### src/rtl/soc_bus_arb.sv
// soc_bus_arb: two-master arbiter and access sequencer for the SoC data bus.
// Master 0 (core data port) and master 1 (DMA) share one address/write-data
// path to the address decoder. Each transaction is held on the bus for a
// region-dependent number of cycles. Writes strobe once, reads are captured
// at the last bus cycle, and unmapped addresses are answered with an error.
//
// Parameters:
//   MEM_WAIT  extra ACCESS cycles for data memory (0x000000xx), 0..15
//   IO_WAIT   extra ACCESS cycles for I/O (0x000008xx, 0x000009xx), 0..15
//   FAIR      1 = alternate grants on contention, 0 = master 0 always wins
// Ports:
//   clk, rst_n                      clock, async active-low reset
//   mX_req/we/addr/wdata            master X request, sampled in IDLE only
//   mX_ack/err/rdata                master X one-cycle completion, error, read data
//   bus_a/bus_we/bus_wd             address, write strobe, write data to slaves
//   bus_rd                          read data from the decoder read mux
//   bus_busy                        high while a transaction is in progress

module soc_bus_arb #(
    parameter int unsigned MEM_WAIT = 1,
    parameter int unsigned IO_WAIT  = 0,
    parameter int unsigned FAIR     = 1
) (
    input  logic        clk,
    input  logic        rst_n,
    input  logic        m0_req,
    input  logic        m0_we,
    input  logic [31:0] m0_addr,
    input  logic [31:0] m0_wdata,
    input  logic        m1_req,
    input  logic        m1_we,
    input  logic [31:0] m1_addr,
    input  logic [31:0] m1_wdata,
    output logic        m0_ack,
    output logic        m0_err,
    output logic [31:0] m0_rdata,
    output logic        m1_ack,
    output logic        m1_err,
    output logic [31:0] m1_rdata,
    output logic [31:0] bus_a,
    output logic        bus_we,
    output logic [31:0] bus_wd,
    input  logic [31:0] bus_rd,
    output logic        bus_busy
);

    localparam int unsigned AW = 32;
    localparam int unsigned DW = 32;
    localparam int unsigned CW = 4;

    typedef enum logic [1:0] {
        ST_IDLE   = 2'd0,
        ST_ACCESS = 2'd1,
        ST_RESP   = 2'd2
    } state_e;

    state_e               state_q, state_d;
    logic [CW-1:0]        cnt_q, cnt_d;
    logic                 sel_q, sel_d;
    logic                 we_q, we_d;
    logic                 err_pend_q, err_pend_d;
    logic                 last_grant_q, last_grant_d;
    logic [AW-1:0]        bus_a_q, bus_a_d;
    logic [DW-1:0]        bus_wd_q, bus_wd_d;
    logic                 bus_we_q, bus_we_d;
    logic                 busy_q, busy_d;
    logic [1:0]           ack_q, ack_d;
    logic [1:0]           err_q, err_d;
    logic [1:0][DW-1:0]   rdata_q, rdata_d;

    logic                 win_sel;
    logic                 win_we;
    logic [AW-1:0]        win_addr;
    logic [DW-1:0]        win_wdata;
    logic                 is_mem;
    logic                 is_io;

    // Winner selection and region decode of the winning address.
    always_comb begin
        win_sel = 1'b0;
        if (m1_req && !m0_req) begin
            win_sel = 1'b1;
        end else if (m0_req && m1_req && (FAIR != 0) && !last_grant_q) begin
            // Contention under fair mode: m0 had the last grant, so m1 goes.
            win_sel = 1'b1;
        end
        win_we    = win_sel ? m1_we    : m0_we;
        win_addr  = win_sel ? m1_addr  : m0_addr;
        win_wdata = win_sel ? m1_wdata : m0_wdata;
        is_mem    = (win_addr[31:8] == 24'h000000);
        is_io     = (win_addr[31:8] == 24'h000008) || (win_addr[31:8] == 24'h000009);
    end

    // State register and all registered outputs.
    always_ff @(posedge clk or negedge rst_n) begin
        if (!rst_n) begin
            state_q      <= ST_IDLE;
            cnt_q        <= '0;
            sel_q        <= 1'b0;
            we_q         <= 1'b0;
            err_pend_q   <= 1'b0;
            last_grant_q <= 1'b1;
            bus_a_q      <= '0;
            bus_wd_q     <= '0;
            bus_we_q     <= 1'b0;
            busy_q       <= 1'b0;
            ack_q        <= '0;
            err_q        <= '0;
            rdata_q      <= '0;
        end else begin
            state_q      <= state_d;
            cnt_q        <= cnt_d;
            sel_q        <= sel_d;
            we_q         <= we_d;
            err_pend_q   <= err_pend_d;
            last_grant_q <= last_grant_d;
            bus_a_q      <= bus_a_d;
            bus_wd_q     <= bus_wd_d;
            bus_we_q     <= bus_we_d;
            busy_q       <= busy_d;
            ack_q        <= ack_d;
            err_q        <= err_d;
            rdata_q      <= rdata_d;
        end
    end

    // Next-state logic. Outputs are computed one cycle ahead so every port
    // comes straight from a flop.
    always_comb begin
        state_d      = state_q;
        cnt_d        = cnt_q;
        sel_d        = sel_q;
        we_d         = we_q;
        err_pend_d   = err_pend_q;
        last_grant_d = last_grant_q;
        bus_a_d      = bus_a_q;
        bus_wd_d     = bus_wd_q;
        ack_d        = '0;
        err_d        = err_q;
        rdata_d      = rdata_q;

        unique case (state_q)
            ST_IDLE: begin
                if (m0_req || m1_req) begin
                    sel_d        = win_sel;
                    last_grant_d = win_sel;
                    we_d         = win_we;
                    if (is_mem || is_io) begin
                        cnt_d    = is_mem ? CW'(MEM_WAIT) : CW'(IO_WAIT);
                        bus_a_d  = win_addr;
                        bus_wd_d = win_wdata;
                        state_d  = ST_ACCESS;
                    end else begin
                        // Unmapped: never drive the bus, answer at once.
                        err_pend_d       = 1'b1;
                        ack_d[win_sel]   = 1'b1;
                        err_d[win_sel]   = 1'b1;
                        rdata_d[win_sel] = '0;
                        state_d          = ST_RESP;
                    end
                end
            end
            ST_ACCESS: begin
                if (cnt_q != '0) begin
                    cnt_d = cnt_q - CW'(1);
                end else begin
                    bus_a_d        = '0;
                    bus_wd_d       = '0;
                    ack_d[sel_q]   = 1'b1;
                    err_d[sel_q]   = err_pend_q;
                    if (!we_q) begin
                        rdata_d[sel_q] = bus_rd;
                    end
                    state_d = ST_RESP;
                end
            end
            ST_RESP: begin
                err_pend_d = 1'b0;
                state_d    = ST_IDLE;
            end
            default: begin
                state_d = ST_IDLE;
            end
        endcase

        // Write strobe only in the final ACCESS cycle (counter at zero).
        bus_we_d = (state_d == ST_ACCESS) && (cnt_d == '0) && we_d;
        busy_d   = (state_d != ST_IDLE);
    end

    assign m0_ack   = ack_q[0];
    assign m1_ack   = ack_q[1];
    assign m0_err   = err_q[0];
    assign m1_err   = err_q[1];
    assign m0_rdata = rdata_q[0];
    assign m1_rdata = rdata_q[1];
    assign bus_a    = bus_a_q;
    assign bus_wd   = bus_wd_q;
    assign bus_we   = bus_we_q;
    assign bus_busy = busy_q;

endmodule

### config.mk
export PLATFORM = sky130hd
export DESIGN_NAME = soc_bus_arb
export DESIGN_NICKNAME = d
export VERILOG_FILES = /design/src/rtl/soc_bus_arb.sv
export SDC_FILE = /design/constraint.sdc
export NUM_CORES = 1
export LEC_CHECK = 0
export BUFFER_PORTS_ARGS = -buffer_cell sky130_fd_sc_hd__buf_4
export CAP_MARGIN = 20
export CORE_ASPECT_RATIO = 1.2
export CORE_MARGIN = 1
export CORE_UTILIZATION = 30
export CTS_BUF_LIST = sky130_fd_sc_hd__clkbuf_8
export DETAILED_ROUTE_END_ITERATION = 10
export PLACE_DENSITY = 0.59
export SETUP_SLACK_MARGIN = 0.4
export SLEW_MARGIN = 30
export SYNTH_ARGS = -nofsm -noshare
export SYNTH_HDL_FRONTEND = slang
export SYNTH_SLANG_ARGS = --single-unit
### constraint.sdc
create_clock -name clk -period 1.9 [get_ports clk]
set_input_delay 0.285 -clock clk [delete_from_list [all_inputs] [get_ports clk]]
set_output_delay 0.285 -clock clk [all_outputs]
set_load 0.02 [all_outputs]
==> flow_summary.ini <==
[power]
ir_drop_mv = 0.360
leakagePower_uw = 0.00501
power_density_mw_per_mm2 = 663

[timing]
setup_violations = 0
rsz0062_at_grt = yes
worst_slew_pin_slew_ps = 439
fmax_mhz = 530
period_share_pct = 99.3
fin_crit_ps = 1890
whs_ps = 51.6
maxSlewViolCount = 0
setup_slack_ps = 13.7
slew_headroom_pct = 70.7
hold_viol = 0
clock-skew-final_ps = 17.1

[placement]
post-dp-hpwl_um = 13000
dpl_worst_slack_ps = -112
routabilityCongestion = 0.780
io_buffers = 299
placed_area_sq_mm = 0.00893

[logic_synthesis]
yosys.area_share.simple_pct = 13.6
syn_area_sq_mm = 0.00608
ys_seq_elements = 144
yosys-top-cells-count = dfrtp_1, nand2_1, a22o_1
async_reset_ff_share_pct = 100
synth_top_area_share_pct = 58.9
synth_top_family_by_area = compound AO/OA/AOI/OAI gates
synth.area.top_cells = dfrtp_1, a22o_1, nand2_1
ys_seq_area_share_pct = 59.3
synth-compound-area-share_pct = 22.9
synthMostInstantiatedCell = dfrtp_1
synth_top_area_cell = dfrtp_1
synth_edf_count = 0
synth_flop_cell = dfrtp_1
yosysWarnings = 0
synth_fa_ha_area_share_pct = 0.206
synth_xor_area_share_pct = 0
muxShareOfSynthArea_pct = 0.700
syn_nets = 715
syn_area_per_cell_sq_um = 11.1
synth_cells = 548
yosys.cell_types.count = 47

[drt]
wirelength_um = 19100
wl_per_cell_um = 16.6
initialDrtViolationCount = 229
firstDrtPassIters = 4
drc = 0
avgViaCountPerCell = 4.90
ant_nets = 0
vias = 5641

[min_path]
hp-class = input port to flip-flop

[clock_tree]
htreeDepth = 4
cts_tree = yes
cts.path.max_buffers = 2
cts_sinks = 144
insertion_delay_ps = 460
cts_root_buf = clkbuf_8
cts.clk_slew.worst_paths_ps = 100
numCtsBuffers = 17

[global_routing]
grt_pass1_vias = 5731
grt_usage_pct = 18.3
antenna_found_initial = 0
grt_max_degree = 69
grt_first_pass_wirelength_um = 30000
overflow = 0

[setup_path]
slowest_stage = dfstp_2
cp-end-kind = flip-flop
cp.arrival_ps = 2270
critPathBufInv = 2
cp_max_fo = 8
slowest_delay_ps = 560
cp.required_ps = 2290
cp-start-kind = flip-flop
worstSetupPathType = flip-flop to flip-flop
path_cells = a21boi_4, nand3b_1, o22ai_4, nand2_4, a21oi_4, buf_6, clkbuf_16, a22o_1
reg2reg_slack_ps = 10
cp_top_family = compound AO/OA/AOI/OAI gates

[floorplanning]
dieHeight_um = 158
die_w_um = 132
rows = 56
io_pins = 300
die_area_sq_mm = 0.0208
start_util_pct = 30.9
core-area_sq_mm = 0.0197

[layout]
nets = 1045
antenna_cells = 0
areaGrowthSynthToFinish_pct = 60.2
drive_gt1_share_pct = 52.6
design_area_sq_mm = 0.00974

[run]
drv_cap = 0

[outcome]
status = finished, final reports clean
logic make-up (layout without fill, tap and decap cells):
family	Yosys count	count (layout)
fa+ha+maj	1	1
mux	4	4
flops	144	144
simple gates	174	174
buf+inv	45	388
compound gates	180	180
placed cells by master, fill, tap and decap left out, drive strengths merged, types with 13 or more instances in the layout:
| cell type | synthesis | layout |
|---|---|---|
| buf | 22 | 349 |
| a21oi | 54 | 54 |
| nand2 | 103 | 103 |
| nor2b | 22 | 22 |
| clkbuf | 19 | 19 |
| a31o | 42 | 42 |
| dfrtp | 143 | 143 |
| nor2 | 13 | 13 |
| a22o | 65 | 65 |
flip-flops by register name (all words and copies together), names as in the netlist:
register / cells
bus_we: 1
state_q: 2
last_grant_q: 1
bus_busy: 1
bus_a: 32
m0_rdata: 32
m1_rdata: 32
err_q: 2
we_q: 1
sel_q: 1
ack_q: 2
bus_wd: 32
cnt_q: 4
err_pend_q: 1
per-stage QoR:
stage          total power (uW)  utilization (%)  std cells  setup TNS (ps)
3_3_place_gp               3990             45.3       1105           -8680
3_5_place_dp               3990             45.3       1105           -8510
4_1_cts                    6510             48.6       1148               0
2_1_floorplan              3490                -        548               0
6_report                   6450             49.4       1152               0
5_1_grt                    6760             49.4       1152           -5850
per-layer routing:
metal,up-vias,global-route usage [%],part of all wire [%]
met5,-,0,0
met4,0,5.43,0.89
met3,14,5.03,6.9
met2,217,31.1,50
met1,2752,22.8,43
li1,2658,-,-
timing repair:
| action | in CTS | in global routing |
|---|---|---|
| hold buffers | 1 | 0 |
| setup buffers | 8 | 2 |
| pin swaps | 40 | 12 |
| setup endpoints to repair | 140 | 140 |
| gates resized for setup | 28 | 21 |
| gates cloned | 2 | 2 |
| endpoints found under the hold margin | 38 | 0 |
area by class of cell:
cell class,count,area (sq um)
inverter,4,15.0
clock inverter,15,171
clock buffer,17,234
tap,261,327
fill,1846,9950
sequential,144,3600
timing repair buffer,352,2870
multi-input combinational,359,2510
final timing paths:
kind	startpoint	depth (start not counted)	end
setup reg to reg	last_grant_q$_DFFE_PN1P_	8	m0_rdata[14]$_DFFE_PN0P_
max in group asynchronous	rst_n	3	bus_a[25]$_DFFE_PN0P_
min in group asynchronous	rst_n	2	m1_rdata[1]$_DFFE_PN0P_
hold reg to reg	m1_rdata[13]$_DFFE_PN0P_	1	m1_rdata[13]$_DFFE_PN0P_
setup / recovery	last_grant_q$_DFFE_PN1P_	8	m0_rdata[14]$_DFFE_PN0P_
hold / removal	bus_rd[21]	2	m1_rdata[21]$_DFFE_PN0P_
report_power, final:
part           total (uW)  switching (uW)  internal (uW)
Clock                2410            1410            998
Combinational         909             443            466
Sequential           3140            40.6           3090
Total                6450            1890           4560
(Power assumes the default switching activity.)
